### src/rtl/xif_result_queue.sv
// In-order result FIFO between the FPU's CORE-V-XIF result channel and the core.
// Optional define XIF_RESULT_BYPASS_EN adds a zero-latency in_* -> out_* path when empty.
module xif_result_queue #(
  parameter int unsigned DEPTH      = 4,
  parameter int unsigned X_ID_WIDTH = 4,
  parameter int unsigned FLEN       = 32
) (
  input  logic                    ck,
  input  logic                    rst,
  input  logic                    flush,
  input  logic                    in_valid,
  output logic                    in_ready,
  input  logic [X_ID_WIDTH-1:0]   in_id,
  input  logic [FLEN-1:0]         in_data,
  input  logic [4:0]              in_rd,
  input  logic                    in_we,
  output logic                    out_valid,
  input  logic                    out_ready,
  output logic [X_ID_WIDTH-1:0]   out_id,
  output logic [FLEN-1:0]         out_data,
  output logic [4:0]              out_rd,
  output logic                    out_we,
  output logic [$clog2(DEPTH):0]  count
);

  localparam int unsigned AW = $clog2(DEPTH);

  typedef struct packed {
    logic [X_ID_WIDTH-1:0] id;
    logic [FLEN-1:0]       data;
    logic [4:0]            rd;
    logic                  we;
  } entry_t;

  entry_t        mem [DEPTH];
  entry_t        head;
  logic [AW:0]   wr_ptr_q, wr_ptr_d;
  logic [AW:0]   rd_ptr_q, rd_ptr_d;
  logic          full;
  logic          empty;
  logic          push;
  logic          pop;

  // Extra pointer MSB distinguishes full from empty when the low bits match.
  assign full  = (wr_ptr_q[AW] != rd_ptr_q[AW]) && (wr_ptr_q[AW-1:0] == rd_ptr_q[AW-1:0]);
  assign empty = (wr_ptr_q == rd_ptr_q);
  assign count = wr_ptr_q - rd_ptr_q;
  assign head  = mem[rd_ptr_q[AW-1:0]];

  assign in_ready = !full;
  assign pop      = !empty && out_ready;
`ifdef XIF_RESULT_BYPASS_EN
  // A result consumed on the bypass path in the same cycle is never stored.
  assign push = in_valid && in_ready && !(empty && out_ready);
`else
  assign push = in_valid && in_ready;
`endif

  always_comb begin
    out_valid = 1'b0;
    out_id    = '0;
    out_data  = '0;
    out_rd    = '0;
    out_we    = 1'b0;
    if (!empty) begin
      out_valid = 1'b1;
      out_id    = head.id;
      out_data  = head.data;
      out_rd    = head.rd;
      out_we    = head.we;
    end
`ifdef XIF_RESULT_BYPASS_EN
    else if (in_valid) begin
      out_valid = 1'b1;
      out_id    = in_id;
      out_data  = in_data;
      out_rd    = in_rd;
      out_we    = in_we;
    end
`endif
  end

  always_comb begin
    wr_ptr_d = wr_ptr_q;
    rd_ptr_d = rd_ptr_q;
    if (flush) begin
      wr_ptr_d = '0;
      rd_ptr_d = '0;
    end else begin
      if (push) wr_ptr_d = wr_ptr_q + (AW+1)'(1);
      if (pop)  rd_ptr_d = rd_ptr_q + (AW+1)'(1);
    end
  end

  always_ff @(posedge ck or negedge rst) begin
    if (!rst) begin
      wr_ptr_q <= '0;
      rd_ptr_q <= '0;
    end else begin
      wr_ptr_q <= wr_ptr_d;
      rd_ptr_q <= rd_ptr_d;
    end
  end

  // Storage is deliberately left uninitialised; occupancy alone decides validity.
  always_ff @(posedge ck) begin
    if (push && !flush) begin
      mem[wr_ptr_q[AW-1:0]] <= '{id: in_id, data: in_data, rd: in_rd, we: in_we};
    end
  end

endmodule
### config.mk
export PLATFORM = sky130hd
export DESIGN_NAME = xif_result_queue
export DESIGN_NICKNAME = d
export VERILOG_FILES = /design/src/rtl/xif_result_queue.sv
export SDC_FILE = /design/constraint.sdc
export NUM_CORES = 1
export LEC_CHECK = 0
export ABC_AREA = 1
export CAP_MARGIN = 0
export CORE_ASPECT_RATIO = 1.2
export CORE_MARGIN = 2
export CORE_UTILIZATION = 30
export CTS_CLUSTER_DIAMETER = 50
export DETAILED_ROUTE_END_ITERATION = 10
export PLACE_DENSITY = 0.56
export SLEW_MARGIN = 15
export SYNTH_ARGS = -nofsm -noshare
export SYNTH_HDL_FRONTEND = slang
export SYNTH_SLANG_ARGS = --single-unit
### constraint.sdc
create_clock -name ck -period 7.3 [get_ports ck]
set_input_delay 0.73 -clock ck [delete_from_list [all_inputs] [get_ports ck]]
set_output_delay 0.73 -clock ck [all_outputs]
set_load 0.05 [all_outputs]
==> out/metrics.yaml <==
place:
  dp_cells: 944
  dp_hpwl_mm: 8.82
  gp_congestion: 0.718
  placement.io_buffers: 93
logic_synthesis:
  yosysWarningCount: 0
  synth_common_cells: "174 x nor2_1, 168 x edfxtp_1, 49 x o21ai_1"
  ys.flop_type: "edfxtp_1"
  synthesis.area_um2: 7120
  synth_top_cell_area_share: 0.709
  synthAdderAreaFrac: 0.0151
  synth-compound-area-share: 0.0939
  ys_async_sr_fraction: 0.0345
  synth.most_common_cell: "nor2_1"
  ys_ff_latch: 174
  synth_cells: 565
  synth.largest_area_cell: "edfxtp_1"
  synth.mux.area_fraction: 0
  synth.distinct_cells: 25
  avgSynthCellArea_um2: 12.6
  ys_seq_area_frac: 0.730
  synth_edf_count: 168
  synth-simple-area-share: 0.115
  synth_nets: 620
  synth_area_leaders: "edfxtp_1 71%, nor2_1 9.2%, o21ai_1 3.4%, o21ai_0 2.5%, a21oi_1 2.3%"
  synth_xor_area_frac: 0.00123
  synth_top_family_by_area: "simple AND/OR/NAND/NOR gates"
clock_tree:
  clock_path_buffers: 2
  cts_tree: "yes"
  clkTransAtPathRegs_ns: 0.06
  cts_hold_buffers: 0
  cts-htree-levels: 4
  cts-root-buf: "clkbuf_16"
  clock-sinks: 174
  clk_latency_ns: 0.43
  cts_buffers: 17
  post_cts_buffers: 0
  cts_resized: 0
floorplanning:
  start_util: 0.306
  ios: 94
  coreArea_um2: 23300
  die_h_um: 173
  rows: 61
  die-area_um2: 25000
  dieWidth_um: 145
worst_setup_path:
  cp.arrival_ns: 4.36
  r2r_slack_ns: 3.08
  critPathKind: "reg -> out"
  crit_fanout: 46
  worstPathRequired_ns: 6.57
  critPathCaptureType: "primary output"
  critPathLaunchType: "flop"
detailed_routing:
  ant_nets: 0
  wl_per_cell_um: 16.1
  drt_iter0_markers: 182
  via_per_inst: 4.45
  firstDrtPassIters: 4
  num_vias: 4339
  drc_errors: 0
  wirelength_mm: 15.7
timing:
  fmax_ghz: 0.196
  slew_headroom: 0.285
  rsz0062_at_grt: "no"
  hold_violations: 0
  tightest_slew_ns: 1.07
  fin_crit_ns: 5.09
  finalSetupViolations: 0
  tns_ns: 0
  drv_slew: 0
  fin_skew_ns: 0.00990
  fin_crit_sh: 0.698
grt:
  track_usage: 0.130
  grt_max_degree: 89
  grt_overflow_total: 0
  antenna_found_initial: 1
  grt_pass1_wl_mm: 23.8
  grt_pass1_vias: 4323
power:
  p_leak_nw: 2.99
  peakVddDrop_uv: 165
  power.density_nw_per_um2: 315
layout:
  area_growth_pct: 24.5
  antenna_cells: 0
  nets: 703
  drive_above_1_share: 0.0788
  finalNonFillerCells: 975
status:
  status: "completed"
flow_run:
  maxCapViolCount: 0
hold_path:
  hp-class: "in -> async"
[through the flow]
stage	hold WS [ns]	setup slack (ns)	power (mW)	utilization	cell area, um^2
floorplan	0.434	3.43	1.68	-	7120
global placement	0.564	2.55	1.89	0.355	8260
detailed placement	0.582	2.51	1.89	0.355	8260
CTS	0.556	2.05	2.82	0.381	8860
global route	0.572	1.89	2.90	0.381	8860
finish	0.556	2.21	2.79	0.381	8860
[flip-flops by register name (all words and copies together) (netlist names)]
signal / count
mem: 168
wr_ptr_q: 3
rd_ptr_q: 3
[report_power, final]
| part | switching, mW | total [mW] | internal, mW |
|---|---|---|---|
| Sequential | 0.0437 | 1.17 | 1.12 |
| Clock | 0.358 | 0.928 | 0.571 |
| Combinational | 0.480 | 0.693 | 0.212 |
[kinds of logic after synthesis]
logic type                 after synthesis
and+or+nand+nor                        207
AOI/OAI and AO/OA                      126
buffers and inverters                   49
xor gates and xnor gates                 1
DFF                                    174
adders and majority gates                8
[worst max-delay path, cell delays in order (launching register included)]
cell and delay (ns):
dfrtp_2 1.08, inv_2 0.68, ha_1 0.50, nand2_1 0.05, inv_1 0.11, nand3_4 0.12, inv_4 0.49, a21oi_1 0.16
clkdlybuf4s50_1 0.75
[path summary, 6_finish.rpt]
check / start / cells after the start / to
max: rd_ptr_q[1]$_DFFE_PN0P_ / 8 / out_id[3]
min: rst / 1 / wr_ptr_q[1]$_DFFE_PN0P_
max reg2reg: rd_ptr_q[1]$_DFFE_PN0P_ / 8 / mem[3][13]$_DFFE_PP_
min reg2reg: wr_ptr_q[0]$_DFFE_PN0P_ / 2 / wr_ptr_q[0]$_DFFE_PN0P_
max in group asynchronous: rst / 1 / rd_ptr_q[0]$_DFFE_PN0P_
min in group ck: wr_ptr_q[0]$_DFFE_PN0P_ / 2 / wr_ptr_q[0]$_DFFE_PN0P_
[layer usage]
layer | GRT usage | wire length, um | up-vias
met5 | 0 | 16 | -
met4 | 0.0449 | 232 | 2
met3 | 0.0307 | 594 | 20
met2 | 0.228 | 8130 | 84
met1 | 0.154 | 6720 | 2080
li1 | - | - | 2153
[layout make-up]
cell class                      instances  area, um^2
Tap cell                              315         394
Inverter                               16        65.1
Clock inverter                         10         165
Sequential cell                       174        5200
Timing Repair Buffer                   97         961
Multi-Input combinational cell        342        1640
Clock buffer                           21         440
Fill cell                            2263       14400
[placed cells by master (no fill, tap or decap), types with 3 or more instances in the layout]
cell	Yosys	routed
a21oi_1	32	32
clkinv_4	0	3
clkdlybuf4s50_1	0	93
nor2_1	174	170
buf_4	3	4
o21ai_0	35	35
nand4_1	6	6
nand2_1	18	18
clkbuf_1	3	4
nor2_4	0	4
o21ai_1	49	49
clkbuf_16	0	17
a21oi_2	10	10
bufinv_16	0	4
dfrtp_1	6	4
nand3_1	7	7
ha_1	7	7
inv_1	12	12
edfxtp_1	168	168
Power figures use the tool's default switching activity.
